===== src/rtl/mmm_result_buf_if.sv =====
// Stream and control bundle between the MMM datapath/exponentiation controller
// and the multi-word result buffer.
interface mmm_result_buf_if #(
  parameter int WIDTH = 4,
  parameter int DEPTH = 4
);
  localparam int PTR_W = $clog2(DEPTH);

  logic             clr;
  logic             en;
  logic             ld_r;
  logic             lock;
  logic [WIDTH-1:0] reg_rji;
  logic [WIDTH-1:0] A;
  logic             start_rd;
  logic             out_ready;
  logic             out_valid;
  logic [WIDTH-1:0] out_data;
  logic [WIDTH-1:0] R_i;
  logic             full;
  logic [PTR_W:0]   wr_cnt;
  logic             ovf;

  // The controller side drives loads, drain requests and sink readiness.
  modport master (
    output clr, en, ld_r, lock, reg_rji, A, start_rd, out_ready,
    input  out_valid, out_data, R_i, full, wr_cnt, ovf
  );

  modport slave (
    input  clr, en, ld_r, lock, reg_rji, A, start_rd, out_ready,
    output out_valid, out_data, R_i, full, wr_cnt, ovf
  );
endinterface


===== src/rtl/mmm_result_buf.sv =====
// Multi-word MMM result store: fills DEPTH words from reg_rji/A, then drains them
// in write order over a valid/ready stream. Loads outside LOAD raise a sticky ovf.
module mmm_result_buf #(
  parameter int WIDTH = 4,
  parameter int DEPTH = 4
) (
  input  logic             clk,
  input  logic             rst,
  mmm_result_buf_if.slave  bus
);
  localparam int PTR_W = $clog2(DEPTH);
  localparam int CNT_W = PTR_W + 1;

  typedef enum logic [1:0] {
    ST_LOAD  = 2'd0,
    ST_FULL  = 2'd1,
    ST_DRAIN = 2'd2
  } state_t;

  state_t             state, state_nxt;
  logic [WIDTH-1:0]   mem [DEPTH];
  logic [WIDTH-1:0]   r_i;
  logic [CNT_W-1:0]   wr_cnt;
  logic [PTR_W-1:0]   rd_ptr;
  logic               ovf;

  logic               wr_req;
  logic               wr_fire;
  logic               ovf_set;
  logic               start_fire;
  logic               hs;
  logic               last_hs;
  logic [WIDTH-1:0]   wr_word;
  logic [PTR_W-1:0]   wr_idx;

  assign wr_req  = bus.en & bus.ld_r;
  assign wr_word = bus.lock ? bus.reg_rji : bus.A;
  assign wr_idx  = wr_cnt[PTR_W-1:0];

  // NOTE: every signal written here gets a default first, so no path leaves one
  // unassigned and no latch is inferred.
  always_comb begin
    state_nxt  = state;
    wr_fire    = 1'b0;
    ovf_set    = 1'b0;
    start_fire = 1'b0;
    hs         = 1'b0;
    last_hs    = 1'b0;
    case (state)
      ST_LOAD: begin
        if (wr_req) begin
          wr_fire = 1'b1;
          if (wr_cnt == CNT_W'(DEPTH - 1)) state_nxt = ST_FULL;
        end
      end
      ST_FULL: begin
        ovf_set = wr_req;
        if (bus.start_rd) begin
          start_fire = 1'b1;
          state_nxt  = ST_DRAIN;
        end
      end
      ST_DRAIN: begin
        // out_valid is asserted for the whole of DRAIN, so readiness alone is a handshake.
        ovf_set = wr_req;
        if (bus.out_ready) begin
          hs = 1'b1;
          if (rd_ptr == PTR_W'(DEPTH - 1)) begin
            last_hs   = 1'b1;
            state_nxt = ST_LOAD;
          end
        end
      end
      default: state_nxt = ST_LOAD;
    endcase
  end

  // NOTE: sequential state uses non-blocking assignments so every register
  // samples pre-edge values regardless of statement order.
  always_ff @(posedge clk) begin
    if (rst || bus.clr) state <= ST_LOAD;
    else                state <= state_nxt;
  end

  always_ff @(posedge clk) begin
    if (rst || bus.clr) begin
      // NOTE: the word store is cleared on reset/clear on purpose: an MMM restart
      // must not expose the previous operand's words on out_data or R_i.
      for (int i = 0; i < DEPTH; i++) mem[i] <= '0;
      r_i    <= '0;
      wr_cnt <= '0;
      rd_ptr <= '0;
      ovf    <= 1'b0;
    end else begin
      if (wr_fire) begin
        mem[wr_idx] <= wr_word;
        r_i         <= wr_word;
        wr_cnt      <= wr_cnt + 1'b1;
      end
      if (ovf_set)    ovf    <= 1'b1;
      if (start_fire) rd_ptr <= '0;
      if (hs) begin
        if (last_hs) begin
          rd_ptr <= '0;
          wr_cnt <= '0;
        end else begin
          rd_ptr <= rd_ptr + 1'b1;
        end
      end
    end
  end

  assign bus.out_valid = (state == ST_DRAIN);
  assign bus.full      = (state != ST_LOAD);
  assign bus.out_data  = mem[rd_ptr];
  assign bus.R_i       = r_i;
  assign bus.wr_cnt    = wr_cnt;
  assign bus.ovf       = ovf;
endmodule

===== src/flat_wrapper.sv =====
// flat-port wrapper written by rule: the top's interface ports become plain ports
module mmm_result_buf_flat 
#(
  parameter int WIDTH = 4,
  parameter int DEPTH = 4
)
  (clk, rst, bus_clr, bus_en, bus_ld_r, bus_lock, bus_reg_rji, bus_A, bus_start_rd, bus_out_ready, bus_out_valid, bus_out_data, bus_R_i, bus_full, bus_wr_cnt, bus_ovf);
  mmm_result_buf_if #(.WIDTH(WIDTH), .DEPTH(DEPTH)) bus_i ();
  input  logic clk;
  input  logic rst;
  input wire logic [$bits(bus_i.clr)-1:0] bus_clr;
  input wire logic [$bits(bus_i.en)-1:0] bus_en;
  input wire logic [$bits(bus_i.ld_r)-1:0] bus_ld_r;
  input wire logic [$bits(bus_i.lock)-1:0] bus_lock;
  input wire logic [$bits(bus_i.reg_rji)-1:0] bus_reg_rji;
  input wire logic [$bits(bus_i.A)-1:0] bus_A;
  input wire logic [$bits(bus_i.start_rd)-1:0] bus_start_rd;
  input wire logic [$bits(bus_i.out_ready)-1:0] bus_out_ready;
  output wire logic [$bits(bus_i.out_valid)-1:0] bus_out_valid;
  output wire logic [$bits(bus_i.out_data)-1:0] bus_out_data;
  output wire logic [$bits(bus_i.R_i)-1:0] bus_R_i;
  output wire logic [$bits(bus_i.full)-1:0] bus_full;
  output wire logic [$bits(bus_i.wr_cnt)-1:0] bus_wr_cnt;
  output wire logic [$bits(bus_i.ovf)-1:0] bus_ovf;
  assign bus_i.clr = bus_clr;
  assign bus_i.en = bus_en;
  assign bus_i.ld_r = bus_ld_r;
  assign bus_i.lock = bus_lock;
  assign bus_i.reg_rji = bus_reg_rji;
  assign bus_i.A = bus_A;
  assign bus_i.start_rd = bus_start_rd;
  assign bus_i.out_ready = bus_out_ready;
  assign bus_out_valid = bus_i.out_valid;
  assign bus_out_data = bus_i.out_data;
  assign bus_R_i = bus_i.R_i;
  assign bus_full = bus_i.full;
  assign bus_wr_cnt = bus_i.wr_cnt;
  assign bus_ovf = bus_i.ovf;
  mmm_result_buf #(.WIDTH(WIDTH), .DEPTH(DEPTH)) u_core (.clk(clk), .rst(rst), .bus(bus_i));
endmodule

===== config.mk =====
export PLATFORM = sky130hd
export DESIGN_NAME = mmm_result_buf_flat
export DESIGN_NICKNAME = d
export VERILOG_FILES = /design/src/rtl/mmm_result_buf_if.sv /design/src/rtl/mmm_result_buf.sv /design/src/flat_wrapper.sv
export SDC_FILE = /design/constraint.sdc
export NUM_CORES = 1
export LEC_CHECK = 0
export BUFFER_PORTS_ARGS = -buffer_cell sky130_fd_sc_hd__buf_2
export CAP_MARGIN = 20
export CORE_MARGIN = 2
export CORE_UTILIZATION = 50
export CTS_CLUSTER_DIAMETER = 150
export DETAILED_ROUTE_END_ITERATION = 10
export PLACE_DENSITY_LB_ADDON = 0.12
export SLEW_MARGIN = 20
export SYNTH_ARGS = -nofsm -noshare
export SYNTH_HDL_FRONTEND = slang
export SYNTH_SLANG_ARGS = --single-unit

===== constraint.sdc =====
create_clock -name clk -period 2.1 [get_ports clk]
set_input_delay 0.105 -clock clk [delete_from_list [all_inputs] [get_ports clk]]
set_output_delay 0.105 -clock clk [all_outputs]
set_load 0.03 [all_outputs]

==> metrics.md <==
| Metric | Value |
|---|---|
| Outcome | finished, final reports clean |
| DRT iter0 DRCs | 27 |
| Switch share | 0.242 |
| Setup CP Type | reg -> reg |
| CP startpoint kind | flip-flop |
| Period utilisation layout | 0.875 |
| I/O Buffers | 29 |
| Yosys top cell by area | edfxtp_1 |
| CP Data Required Time | 2.12 ns |
| Sequential Power Share | 0.612 |
| Yosys warnings | 0 |
| Initial antenna violation count | 0 |
| Crit Path Max Fanout | 5 |
| Pint | 796 uW |
| Area contributors post-synth | edfxtp_1 (35%), dfxtp_1 (20%), ha_1 (7.3%), nor2_1 (7.1%), mux4_2 (6.6%) |
| Clock Skew | roughly 0.0084 ns |
| Placement Setup Slack | 0.291 ns |
| CTS buffer count | 5 |
| Min cycle time layout | 1.84 ns |
| Logic pwr share | 0.094 |
| RSZ-0062 raised after global routing | no |
| Fin. Hold Viols | 0 |
| Number of iterations in the first detailed-routing pass | 4 |
| Top Ports | 30 |
| TritonCTS clock tree | built |
| Setup TNS | 0 ns |
| # rows | 18 |
| Syn Std Cell Area | 1370 sq um |
| Global-route usage over all layers | 0.176 |
| Die area | 3170 sq um |
| Number of diodes | 0 |
| Hold path start | bus_ld_r |
| Mean Syn Cell Area | 11.4 sq um |
| Clock network power share | 0.294 |
| Pleak | 0.682 nW |
| Final hold slack | 0.0728 ns |
| CP Capture Type | flip-flop |
| FF-to-FF path depth | 5 |
| Worst VDD drop | 498 uV |
| Post-route ant nets | 0 |
| CTS Hold Bufs | 0 |
| Post-synthesis async set-or-reset flop share | 0 |
| Die width | about 56 um |
| Area grow syn2layout | 16.1% |
| Worst Hold Class | in -> reg |
| Largest net degree at the start of global routing | 14 |
| Final net count | 177 |
| Synth Instances | 120 |
| Final setup viols | 0 |
| Synth Net Count | 144 |
| Reg2reg setup slack | approximately 0.26 ns |
| Seq cells post-synth | 30 |
| Clock sink total | 30 |
| Reg2reg start | u_core.state[0]$_SDFFE_PP0P_ |
| FMAX | 0.544 GHz |
| Distinct cells, synth | 27 |
| Worst path arrival time | ~1.9 ns |
| DR vias | 980 |
| Pins over their slew limit | 0 |
| Clock Latency Late Sink | 0.32 ns |
| Dpl hpwl | 1900 um |
| CTS H-tree depth | 2 |
| Max Cap Violations | 0 |
| Remaining Overflow, GRT | 0 |
| PnR worst setup slack | approximately 0.26 ns |
| Min-Delay Endpoint | u_core.bus.ovf$_SDFFE_PP0P_ |
| Postcts setup bufs | 0 |
| Share of cells above drive strength 1 | 0.279 |
| Dpl cells | 176 |
| Core Area | 2540 sq um |
| Top cell type's share of synthesized area | 0.351 |
| Reg-to-reg critical path endpoint | u_core.mem[0][2]$_SDFFCE_PN0P_ |
| Post-synth EDFFs | 16 |
| Fin cells | approximately 180 |
| Gpl congestion | 0.741 |
| Post-synthesis sequential area ratio | 0.556 |
| Clock Pin Slew Worst Setup and Hold Paths | around 0.08 ns |
| DRC Markers | 0 |
| Clock Tree Buf Depth | 2 |
| Final WL | 2450 um |
| Post-CTS resize count | 0 |
| Sw Pwr | between 200 and 300 uW |
| Ys flop type | edfxtp_1 |
| Clk root buf | clkbuf_4 |
| Number of vias per cell | 5.33 |
| Max-slew headroom at the worst pin | 0.612 |
| Least-Margin Pin Slew | 0.565 ns |
| Per-cell routed wire length | ~13 um |
| Hold depth | 3 |
| Vias in the first global route | 969 |
| P per Cell Area | 661 nW/um^2 |
| First-pass GRT wire length | 4270 um |
| Initial Utilization | 0.538 |
| Die Ht | about 56 um |
## through the flow
stage	total power, mW	utilization	cell area [sq um]
detailed placement	0.755	0.605	1540
floorplan	0.718	-	1370
global route	1.10	0.624	1590
CTS	1.06	0.624	1590
finish	1.05	0.624	1590
global placement	0.752	0.605	1540
## synth_stat cells, types with 2 or more instances
library cell	n
mux4_2	4
o21ai_0	2
clkbuf_1	3
edfxtp_1	16
a32oi_1	2
nand2_1	12
ha_1	8
inv_1	5
dfxtp_1	14
nand3_1	3
a211oi_1	5
nor2_1	26
mux2i_1	6
## power by group through the flow
stage	clock (mW)	sequential, mW	combinational, mW
after global placement	0	0.656	0.0963
after CTS	0.321	0.643	0.0987
after detailed placement	0	0.657	0.0984
after global routing	0.343	0.645	0.108
after floorplan	0	0.661	0.0572
final	0.309	0.643	0.0982
## cell usage in the layout (no fill, tap or decap), types with 2 or more instances in the layout
| master | n |
|---|---|
| mux2i_1 | 6 |
| nor2_1 | 26 |
| inv_1 | 5 |
| dfxtp_1 | 14 |
| nand2_1 | 12 |
| buf_4 | 2 |
| nand3_1 | 3 |
| edfxtp_1 | 16 |
| o21ai_0 | 2 |
| buf_2 | 29 |
| ha_1 | 8 |
| a32oi_1 | 2 |
| a211oi_1 | 5 |
| mux4_2 | 4 |
| clkbuf_4 | 5 |
## routing by layer
layer  share of wire  global-route usage  vias up
met5               0                   0        -
met4           0.010              0.0714        0
met3           0.052              0.0507        3
met2            0.48               0.291       25
met1            0.46               0.217      456
li1                -                   -      496
## worst max-delay path, stage by stage, from the launching register on
cell and delay, ns:
dfxtp_1 0.35, inv_1 0.12, ha_1 0.24, nand3_1 0.17, or4_4 0.48, nand2_1 0.17
## final cells by class
class                      count  area, sq um
clock buffer                   6         41.3
clock inverter                 2         8.76
fill                         226          956
inverter                       5         18.8
multi-input combinational     80          562
sequential                    30          761
tap                           30         37.5
timing repair buffer          31          160
## sequential cells by signal, summed over array words and instances, names as in the netlist, named ones only
name	cells
u_core.bus.R_i	4
u_core.state	2
u_core.rd_ptr	2
u_core.mem	16
u_core.bus.wr_cnt	3
u_core.bus.ovf	1
## cells by family (layout without fill, tap and decap cells)
logic type | count (synthesis) | count (layout) | share of synthesized area
simple gates | 48 | 48 | 0.153
buf+inv | 10 | 44 | 0.0338
xor+xnor | 1 | 1 | 0.00640
fa+ha+maj | 8 | 8 | 0.0731
mux | 10 | 10 | 0.110
flops | 30 | 30 | 0.556
compound gates | 13 | 13 | 0.0686
## worst max-delay path by stage
stage | end | startpoint | slack (ns)
detailed placement | u_core.mem[0][1]$_SDFFCE_PN0P_ | u_core.state[1]$_SDFFE_PP0P_ | 0.29
CTS | u_core.mem[0][2]$_SDFFCE_PN0P_ | u_core.state[0]$_SDFFE_PP0P_ | 0.28
finish | u_core.mem[0][2]$_SDFFCE_PN0P_ | u_core.state[0]$_SDFFE_PP0P_ | 0.26
global placement | u_core.mem[0][2]$_SDFFCE_PN0P_ | u_core.state[0]$_SDFFE_PP0P_ | 0.39
floorplan | u_core.mem[0][0]$_SDFFCE_PN0P_ | u_core.state[0]$_SDFFE_PP0P_ | 0.46
global route | u_core.mem[0][2]$_SDFFCE_PN0P_ | u_core.state[1]$_SDFFE_PP0P_ | 0.16
Power figures use the tool's default switching activity.
